==> src/rtl/bus_arb_2m1s.sv <==
// Two-master / one-slave bus arbiter: round-robin on contention, lock until
// acceptance, single outstanding read with timeout-forced completion.
module bus_arb_2m1s #(
   parameter int unsigned TIMEOUT  = 255,
   parameter logic [31:0] ERR_DATA = 32'hDEADBEEF
) (
   input  logic        clk_i,
   input  logic        arst_i,
   input  logic        m0_req_i,
   input  logic        m0_we_i,
   input  logic [31:0] m0_addr_i,
   input  logic [3:0]  m0_be_i,
   input  logic [31:0] m0_wdata_i,
   output logic        m0_ack_o,
   output logic        m0_resp_o,
   output logic [31:0] m0_rdata_o,
   input  logic        m1_req_i,
   input  logic        m1_we_i,
   input  logic [31:0] m1_addr_i,
   input  logic [3:0]  m1_be_i,
   input  logic [31:0] m1_wdata_i,
   output logic        m1_ack_o,
   output logic        m1_resp_o,
   output logic [31:0] m1_rdata_o,
   output logic        s_req_o,
   output logic        s_we_o,
   output logic [31:0] s_addr_o,
   output logic [3:0]  s_be_o,
   output logic [31:0] s_wdata_o,
   input  logic        s_ack_i,
   input  logic        s_resp_i,
   input  logic [31:0] s_rdata_i,
   output logic        busy_o,
   output logic        timeout_o
);

   // state     | meaning
   // ST_IDLE   | arbitrate between requesters, forward winner
   // ST_HOLD   | slave stalled; bus locked to grant_r until accepted or dropped
   // ST_WAIT   | read accepted; waiting for response of owner_r
   localparam logic [1:0] ST_IDLE = 2'd0;
   localparam logic [1:0] ST_HOLD = 2'd1;
   localparam logic [1:0] ST_WAIT = 2'd2;

   localparam logic [15:0] TIMEOUT_C = 16'(TIMEOUT);

   logic [1:0]  state_r;
   logic        prio_r;
   logic        grant_r;
   logic        owner_r;
   logic [15:0] cnt_r;

   logic        sel;
   logic        sel_vld;
   logic        sel_we;
   logic        accept;
   logic        in_wait;
   logic        real_resp;
   logic        tmo;
   logic        done;
   logic [31:0] rdata;

   always_comb begin
      sel     = 1'b0;
      sel_vld = 1'b0;
      case (state_r)
         ST_IDLE: begin
            if (m0_req_i && m1_req_i) begin
               sel     = prio_r;
               sel_vld = 1'b1;
            end else if (m0_req_i) begin
               sel     = 1'b0;
               sel_vld = 1'b1;
            end else if (m1_req_i) begin
               sel     = 1'b1;
               sel_vld = 1'b1;
            end
         end
         ST_HOLD: begin
            sel     = grant_r;
            sel_vld = grant_r ? m1_req_i : m0_req_i;
         end
         default: begin
            sel     = 1'b0;
            sel_vld = 1'b0;
         end
      endcase
   end

   assign sel_we = sel ? m1_we_i : m0_we_i;
   // Handshakes are gated while reset is held so nothing is accepted then.
   assign accept = sel_vld & s_ack_i & ~arst_i;

   assign s_req_o   = sel_vld & ~arst_i;
   assign s_we_o    = sel_vld & sel_we;
   assign s_addr_o  = sel_vld ? (sel ? m1_addr_i  : m0_addr_i)  : 32'h0;
   assign s_be_o    = sel_vld ? (sel ? m1_be_i    : m0_be_i)    : 4'h0;
   assign s_wdata_o = sel_vld ? (sel ? m1_wdata_i : m0_wdata_i) : 32'h0;

   assign m0_ack_o = accept & ~sel;
   assign m1_ack_o = accept & sel;

   assign in_wait   = (state_r == ST_WAIT);
   assign real_resp = in_wait & s_resp_i;
   assign tmo       = in_wait & ~s_resp_i & (cnt_r == TIMEOUT_C);
   assign done      = real_resp | tmo;
   assign rdata     = real_resp ? s_rdata_i : ERR_DATA;

   assign m0_resp_o  = done & ~owner_r;
   assign m1_resp_o  = done & owner_r;
   assign m0_rdata_o = m0_resp_o ? rdata : 32'h0;
   assign m1_rdata_o = m1_resp_o ? rdata : 32'h0;
   assign timeout_o  = tmo;
   assign busy_o     = (state_r != ST_IDLE);

   always_ff @(posedge clk_i or posedge arst_i) begin
      if (arst_i) begin
         state_r <= ST_IDLE;
         prio_r  <= 1'b0;
         grant_r <= 1'b0;
         owner_r <= 1'b0;
         cnt_r   <= 16'h0;
      end else begin
         case (state_r)
            ST_IDLE, ST_HOLD: begin
               if (accept) begin
                  prio_r <= ~sel;
                  if (sel_we) begin
                     state_r <= ST_IDLE;
                  end else begin
                     state_r <= ST_WAIT;
                     owner_r <= sel;
                     cnt_r   <= 16'h0;
                  end
               end else if (sel_vld) begin
                  state_r <= ST_HOLD;
                  grant_r <= sel;
               end else begin
                  state_r <= ST_IDLE;
               end
            end
            ST_WAIT: begin
               if (done) begin
                  state_r <= ST_IDLE;
               end else begin
                  cnt_r <= cnt_r + 16'h1;
               end
            end
            default: state_r <= ST_IDLE;
         endcase
      end
   end

endmodule

==> config.mk <==
export PLATFORM = sky130hd
export DESIGN_NAME = bus_arb_2m1s
export DESIGN_NICKNAME = d
export VERILOG_FILES = /design/src/rtl/bus_arb_2m1s.sv
export SDC_FILE = /design/constraint.sdc
export NUM_CORES = 1
export LEC_CHECK = 0
export BUFFER_PORTS_ARGS = -buffer_cell sky130_fd_sc_hd__buf_4
export CORE_AREA = 2 2 121 123
export DETAILED_ROUTE_END_ITERATION = 6
export DIE_AREA = 0 0 123 125
export PLACE_DENSITY_LB_ADDON = 0.15
export SETUP_SLACK_MARGIN = 0.1
export SLEW_MARGIN = 15
export SYNTH_ARGS = -nofsm -noshare
export SYNTH_HDL_FRONTEND = slang
export SYNTH_SLANG_ARGS = --single-unit
export TNS_END_PERCENT = 5
==> constraint.sdc <==
create_clock -name clk_i -period 3.3 [get_ports clk_i]
set_clock_uncertainty 0.15 [all_clocks]
set_input_delay 0.165 -clock clk_i [delete_from_list [all_inputs] [get_ports clk_i]]
set_output_delay 0.165 -clock clk_i [all_outputs]
set_load 0.01 [all_outputs]
==> flow_metrics.tcl, run 1 <==
set metrics [dict create \
    fin_crit_sh 0.864 \
    cts.sinks 21 \
    syn_inst 465 \
    clk_latency_ps 260 \
    seq_area_frac_synth 0.193 \
    peakVddDrop_uv 246 \
    fin_ws_ps 449 \
    grt_pass1_vias 4034 \
    yosys.area_share.simple 0.423 \
    multi_input_comb_area_um2 2010 \
    clock-root-buffer "clkbuf_16" \
    place.gp.congestion 0.943 \
    yosysTopAreaCellShare 0.232 \
    syn_to_final_growth_pct 95.3 \
    diodes 0 \
    slew_viol_final 0 \
    syn-num-nets 642 \
    critical_path_buf_inv_count 2 \
    ys_ff_latch 21 \
    rsz0062_at_grt "false" \
    worst-endpoint-arrival_ps 2540 \
    pin_count 316 \
    slowest_delay_ps 550 \
    wire_per_inst_um 15.8 \
    setup_viol 0 \
    dp_hpwl_um 11900 \
    tightest_slew_ps 844 \
    dp_cells 929 \
    die_y_um 125 \
    wl_um 14800 \
    cts_buffers 3 \
    pre_cts_slack_ps 725 \
    fp.dieArea_um2 15400 \
    fin_nets 928 \
    synth_area_leaders "nand2_1 23%, dfrtp_1 19%, a21oi_1 18%, a21boi_1 6.9%, clkbuf_1 3.7%" \
    synthDistinctLibCells 38 \
    crit_family "simple AND/OR/NAND/NOR gates" \
    crit_path_max_fanout 34 \
    placed_area_um2 5220 \
    synth_xor_area_frac 0.0290 \
    numPortBuffers 315 \
    yosysWarnings 0 \
    vias 4342 \
    hold_class "input port to flip-flop" \
    synth.cell_area_um2 2720 \
    cts.path.max_buffers 2 \
    grt.total_usage 0.176 \
    power_mw 2.40 \
    relSlewSlack 0.438 \
    fin_cells 934 \
    grt_max_degree 53 \
    fin_tns_setup_ps 0 \
    synth_top_family_by_area "simple AND/OR/NAND/NOR gates" \
    finalCriticalPeriod_ps 2850 \
    synthAdderAreaFrac 0.00460 \
    synthMuxAreaShare 0.00828 \
    start_kind "flip-flop" \
    total_leakage_power_nw 2.83 \
    drt-initial-drc-count 190 \
    antenna_found_initial 0 \
    cp_slowest_cell "and2b_2" \
    synth_area_leader_cell "nand2_1" \
    dr_wl_met2_um 7620 \
    status "completed" \
    crit_chain "nand2b_1 > o21ai_0 > and2b_2 > buf_12 > nand2_1 > a21oi_1 > buf_4" \
    cts_max_level 1 \
    grt_pass1_wl_um 21200 \
    drtAntennaViolNets 0 \
    worstSetupPathType "flip-flop to output pin" \
    drc 0 \
    seq_area_um2 526 \
    synth_compound_area_frac 0.273 \
    crit_path_end_kind "output pin" \
    fmax_mhz 351 \
    synth-edff-count 0 \
    fin_area_um2 5310 \
    top_layer_used "met4" \
    num_rows 44 \
    synth_area_per_cell_um2 5.85 \
    core_um2 14200 \
    wl_met1_um 5560 \
    ys.flop_type "dfrtp_1" \
    final_hold_viol_count 0 \
    met3_length_um 1320 \
    vias_per_cell 4.65 \
    initial_core_util 0.192 \
    powerDensity_nw_per_um2 452 \
    drt_first_pass_iters 4 \
    cts_tree "yes" \
    drive_gt1_frac 0.451 \
    crit_required_ps 2980 \
    grt-ovfl-total 0 \
    nFillCells 1518 \
    synthArstFlopShare 1.00 \
    cap_viol_max_count 0 \
    die_x_um 123 \
    clk_pin_slew_ps 60 \
]
[final timing paths]
kind	slack, ps	depth (start not counted)	start	to
min	30	3	m0_we_i	owner_r
min reg2reg	360	1	prio_r	prio_r
min in group asynchronous	550	3	arst_i	state_r[0]
max reg2reg	990	5	state_r[0]	cnt_r[1]
max	450	7	state_r[0]	s_wdata_o[24]
max in group asynchronous	1940	3	arst_i	cnt_r[6]
[cell usage in the layout (no fill, tap or decap), drive strengths merged]
cell	count
a211oi	1
a21boi	25
a21oi	96
a221oi	1
a31oi	1
and2	10
and2b	1
and3	13
and4	2
buf	322
clkbuf	3
clkinv	1
dfrtp	21
dlygate4sd3	1
ha	1
inv	3
mux2	2
nand2	168
nand2b	5
nand3	8
nand4	7
nand4b	1
nor2	24
nor2b	4
nor3	4
nor4	4
o211a	1
o21ai	5
o21bai	1
o41ai	1
or2	1
or3	2
or3b	1
xnor2	1
xor2	8
[Yosys cell counts (3+ instances only)]
| cell type | number |
|---|---|
| clkbuf_1 | 27 |
| o21ai_0 | 4 |
| xor2_1 | 8 |
| nand4_1 | 7 |
| nand3_1 | 8 |
| dfrtp_1 | 21 |
| buf_2 | 15 |
| and3_1 | 13 |
| nand2b_1 | 5 |
| nor3_1 | 3 |
| a21oi_1 | 96 |
| inv_1 | 3 |
| nor2_1 | 22 |
| nand2_1 | 168 |
| a21boi_1 | 25 |
| nor2b_1 | 4 |
| and2_1 | 10 |
[through the flow]
| step | utilization | hold WS, ps |
|---|---|---|
| 2_1_floorplan | - | -8.47 |
| 3_5_place_dp | 0.368 | 276 |
| 6_report | 0.374 | 32.2 |
| 4_1_cts | 0.374 | 29.7 |
| 5_1_grt | 0.374 | 69.1 |
| 3_3_place_gp | 0.368 | 254 |
[layer usage]
layer,GRT usage,vias to the layer above
met4,0.0421,0
met3,0.0351,19
met5,0,-
met1,0.203,1959
li1,-,2131
met2,0.326,233
[cells by family after synthesis]
kind of cell,after synthesis
AOI/OAI and AO/OA,132
xor gates and xnor gates,9
adders and majority gates,1
buffers and inverters,45
DFF,21
muxes,2
and+or+nand+nor,255
[cell type report]
cell class | count | share of cell area
repair buffers | 323 | 0.462
well taps | 184 | 0.0433
inverters | 3 | 0.00212
clock inverters | 1 | 0.000942
flip-flops and latches | 21 | 0.0989
multi-input cells | 399 | 0.379
clock buffers | 3 | 0.0141
[what timing repair did]
item                                   CTS  global route
hold buffers                             1             0
buffers inserted                         0             0
gates resized for setup                  0             0
endpoints found under the hold margin   12             0
[flip-flops by register name (all words and copies together), names as in the netlist]
name,count
state_r,2
grant_r,1
cnt_r,16
prio_r,1
owner_r,1
[power by group]
part	total (mW)	switching [mW]	internal [mW]	leakage, nW
clock network	0.265	0.102	0.163	0.0409
logic	1.78	0.965	0.813	2.50
registers	0.356	0.0685	0.288	0.281
[worst register-to-register path, delay by kind of cell, from the launching register on]
kind               cells  cell delay (ps)
and+or+nand+nor        2              810
AOI/OAI and AO/OA      3              770
DFF                    1              430
Power figures use the tool's default switching activity.
==> run 2, diff against run 1 <==
- GPL_TIMING_DRIVEN: not set -> 0
- PLACE_DENSITY_LB_ADDON: 0.15 -> 0.12
- clock period: 3.3 -> 2.7 ns (I/O delays scaled with it)
==> flow_metrics.tcl, run 2 (same netlist as run 1, synthesis figures left out) <==
set metrics [dict create \
    status "completed" \
    largest-register "cnt_r" \
    grt-ovfl-total 0 \
    crit_family "simple AND/OR/NAND/NOR gates" \
    power_mw 2.99 \
    fp.dieArea_um2 15400 \
    grt_pass1_vias 4325 \
    nFillCells 1550 \
    cp-startpoint "state_r[0]" \
    initial_core_util 0.192 \
    die_x_um 123 \
    clkPwrFrac 0.104 \
    fin_nets 963 \
    setup_viol 0 \
    fin_crit_sh 0.914 \
    p_switching_mw 1.42 \
    rsz0062_at_grt "true" \
    drt-initial-drc-count 249 \
    die_y_um 125 \
    cts_buffers 3 \
    final_util 0.384 \
    pin_count 316 \
    start_kind "flip-flop" \
    cts.path.max_buffers 2 \
    wl_um 15700 \
    reg.largest.list "cnt_r: 16 flops, state_r: 2 flops" \
    top_layer_used "met4" \
    core_um2 14200 \
    crit_top_cell "a21oi_1" \
    cts_max_level 1 \
    mostFrequentLayoutCells "316 x buf_4, 168 x nand2_1, 95 x a21oi_1" \
    cap_viol_max_count 0 \
    clk_pin_slew_ps 60 \
    diodes 0 \
    peakVddDrop_uv 247 \
    antenna_found_initial 0 \
    powerDensity_nw_per_um2 549 \
    crit_path_max_fanout 10 \
    vias 4445 \
    worst-endpoint-arrival_ps 2180 \
    grt_max_degree 22 \
    crit_path_end_kind "output pin" \
    fin_tns_setup_ps 0 \
    clk_latency_ps 250 \
    total_leakage_power_nw 2.92 \
    layout_commonest_cell "buf_4" \
    syn_to_final_growth_pct 100 \
    finalCriticalPeriod_ps 2470 \
    crit_required_ps 2410 \
    vias_per_cell 4.59 \
    worstSetupPathType "flip-flop to output pin" \
    tightest_slew_ps 855 \
    wire_per_inst_um 16.2 \
    reg2reg_from "state_r[0]" \
    p_int_mw 1.58 \
    grt.total_usage 0.192 \
    slowest_delay_ps 550 \
    drt_first_pass_iters 4 \
    crit_chain "nand2b_1 > a21oi_1 > or3_1 > clkbuf_1 > a21oi_1 > buf_4" \
    largest_register_ffs 16 \
    drive_gt1_frac 0.459 \
    drtAntennaViolNets 0 \
    hold_class "input port to flip-flop" \
    critical_path_buf_inv_count 2 \
    slew_viol_final 0 \
    grt_pass1_wl_um 23400 \
    fmax_mhz 405 \
    cts_tree "yes" \
    pre_cts_slack_ps 194 \
    fin_ws_ps 232 \
    relSlewSlack 0.430 \
    r2r_slack_ps 590 \
    dp_hpwl_um 13400 \
    num_rows 44 \
    met3_length_um 1370 \
    hold_path.startpoint "m0_we_i" \
    cts.sinks 21 \
    swShare 0.473 \
    p_seq_frac 0.129 \
    wl_met1_um 5990 \
    place.gp.congestion 0.917 \
    drc 0 \
    cp_slowest_cell "or3_1" \
    clock-root-buffer "clkbuf_16" \
    dr_wl_met2_um 8190 \
    final_hold_viol_count 0 \
    numPortBuffers 315 \
    p_comb_frac 0.767 \
]
[run 2: cell type report]
type / count / area (µm²) / area share
clock buffer: 4 / 78.8 / 0.0145
timing repair buffer: 317 / 2380 / 0.437
buffer: 41 / 188 / 0.0345
inverter: 3 / 11.3 / 0.00207
sequential: 21 / 527 / 0.0967
multi-input combinational: 399 / 2030 / 0.373
tap: 184 / 230 / 0.0423
[run 2: stage by stage]
step | hold WS, ps | std cells | cell area, µm²
finish | 12.6 | 969 | 5450
global route | 26.3 | 969 | 5450
CTS | 1.92 | 970 | 5430
detailed placement | 242 | 964 | 5320
global placement | 234 | 964 | 5320
floorplan | -38.5 | 465 | 2720
[run 2: tightest hold or removal path, cell delays in order]
cell,delay (ps)
buf_4,110
o41ai_1,70
o21ai_1,60
[run 2: path summary, 6_finish.rpt]
check | end | cells past startpoint
worst max-delay path | s_wdata_o[11] | 6
worst min-delay path | owner_r | 3
worst max register to register | cnt_r[8] | 7
worst min register to register | prio_r | 1
max in group asynchronous | state_r[1] | 3
min in group asynchronous | cnt_r[8] | 3
[run 2: what timing repair did]
item,4_1_cts,5_1_grt
pin swaps,1,0
gates resized for setup,4,24
hold buffers,1,0
hold endpoints to repair,21,0
setup buffers,1,0
endpoints found under the setup margin,37,126
[run 2: power groups by stage]
stage	clock network (mW)	logic [mW]	registers [mW]
6_report	0.312	2.29	0.385
5_1_grt	0.332	2.52	0.394
4_1_cts	0.323	2.31	0.383
3_5_place_dp	0	2.30	0.389
3_3_place_gp	0	2.28	0.387
2_1_floorplan	0	1.15	0.380
[run 2: routing by layer]
layer  up-vias  global-route usage
li1       2207                   -
met1      2006               0.218
met2       222               0.366
met3        10              0.0397
met4         0              0.0321
met5         -                   0
==> run 3, diff against run 2 <==
--- a/config.mk
+++ b/config.mk
@@ -13,5 +13,4 @@
 export PLACE_DENSITY_LB_ADDON = 0.12
 export SETUP_SLACK_MARGIN = 0.1
-export SLEW_MARGIN = 15
 export SYNTH_ARGS = -nofsm -noshare
 export SYNTH_HDL_FRONTEND = slang
==> constraint.sdc (replaced) <==
create_clock -name clk_i -period 2.7 [get_ports clk_i]
set_clock_uncertainty 0.15 [all_clocks]
set_input_delay 0.54 -clock clk_i [delete_from_list [all_inputs] [get_ports clk_i]]
set_output_delay 0.54 -clock clk_i [all_outputs]
set_load 0.01 [all_outputs]
==> flow_metrics.tcl, run 3 (same netlist as run 1, synthesis figures left out) <==
set metrics [dict create \
    status "completed" \
    grt_max_degree 22 \
    tightest_slew_ps 821 \
    cts_max_level 1 \
    relSlewSlack 0.452 \
    drt_first_pass_iters 5 \
    postCtsHoldBufs 0 \
    clk_latency_ps 250 \
    worst-endpoint-arrival_ps 1960 \
    antenna_found_initial 0 \
    cts.path.max_buffers 2 \
    power_mw 3.17 \
    num_rows 44 \
    rsz0062_at_grt "true" \
    reg.largest.list "cnt_r: 16 flops, state_r: 2 flops" \
    grt-ovfl-total 0 \
    slew_viol_final 0 \
    fin_tns_setup_ps 0 \
    total_leakage_power_nw 3.01 \
    vias_per_cell 4.62 \
    clk_pin_slew_ps 60 \
    finalCriticalPeriod_ps 2650 \
    peakVddDrop_uv 270 \
    crit_path_end_kind "output pin" \
    fmax_mhz 378 \
    grt.total_usage 0.193 \
    fin_area_um2 5720 \
    place.gp.congestion 0.917 \
    drt-initial-drc-count 197 \
    cts.sinks 21 \
    vias 4488 \
    hold_class "input port to async pin" \
    dp_cells 964 \
    setup_viol 0 \
    largest-register "cnt_r" \
    pin_count 316 \
    powerDensity_nw_per_um2 555 \
    syn_to_final_growth_pct 110 \
    initial_core_util 0.192 \
    final_hold_viol_count 0 \
    worstSetupPathType "input port to output pin" \
    crit_path_max_fanout 10 \
    fin_cells 972 \
    fp.dieArea_um2 15400 \
    fin_crit_sh 0.981 \
    placed_area_um2 5320 \
    dp_hpwl_um 13400 \
    cts_tree "yes" \
    drtAntennaViolNets 0 \
    cap_viol_max_count 0 \
    core_um2 14200 \
    start_kind "input port" \
    cts_buffers 3 \
    grt_pass1_vias 4334 \
    die_y_um 125 \
    largest_register_ffs 16 \
    grt_pass1_wl_um 23500 \
    wire_per_inst_um 16.3 \
    die_x_um 123 \
    multi_input_comb_area_um2 2160 \
    drive_gt1_frac 0.509 \
    clock-root-buffer "clkbuf_16" \
    fin_nets 966 \
    layout_commonest_cell "buf_4" \
    wl_um 15800 \
    numPortBuffers 315 \
    nFillCells 1531 \
    seq_area_um2 528 \
    mostFrequentLayoutCells "323 x buf_4, 168 x nand2_1, 78 x a21oi_1" \
    drc 0 \
    diodes 0 \
    crit_required_ps 2010 \
]
[run 3: through the flow]
| stage | setup WS [ps] | hold WS (ps) | util |
|---|---|---|---|
| 6_report | 52.4 | 339 | 0.402 |
| 5_1_grt | -29.4 | 405 | 0.402 |
| 4_1_cts | 81.4 | 362 | 0.393 |
| 3_5_place_dp | -302 | 349 | 0.374 |
| 3_3_place_gp | -305 | 343 | 0.374 |
| 2_1_floorplan | 291 | 330 | - |
[run 3: per-layer routing]
| metal | part of all wire | wire (µm) | global-route usage |
|---|---|---|---|
| met5 | 0 | 0 | 0 |
| met4 | 0.015 | 238 | 0.0321 |
| met2 | 0.53 | 8340 | 0.367 |
| met3 | 0.085 | 1350 | 0.0392 |
| met1 | 0.37 | 5880 | 0.221 |
[run 3: timing repair]
action / 4_1_cts / 5_1_grt
pin swaps: 3 / 2
setup endpoints to repair: 138 / 130
setup buffers: 3 / 2
resized for setup: 57 / 50
[run 3: where the power goes]
group	internal [mW]	switching [mW]	total, mW
clock network	0.201	0.112	0.313
registers	0.354	0.0306	0.385
logic	1.15	1.33	2.48
total	1.70	1.47	3.17
[run 3: final cells by class]
class,instances,area share
Buffer,41,0.0536
Clock buffer,4,0.0138
Sequential cell,21,0.0924
Inverter,3,0.00197
Multi-Input combinational cell,399,0.378
Tap cell,184,0.0403
Timing Repair Buffer,320,0.420
[run 3: critical path, stage by stage]
cell,delay (ps)
buf_4,130
or3b_4,420
nor3_4,260
nand2b_4,120
buf_6,160
a21oi_4,170
buf_4,150
[run 3: final timing paths]
kind                            start          to  slack (ps)  cells past startpoint
max                          s_resp_i   m0_resp_o          50                      7
min                            arst_i    cnt_r[8]         340                      2
max reg2reg                state_r[0]    cnt_r[8]         560                      7
min reg2reg                    prio_r      prio_r         370                      1
max in group asynchronous      arst_i  state_r[1]        1490                      2
min in group clk_i             prio_r      prio_r         370                      1
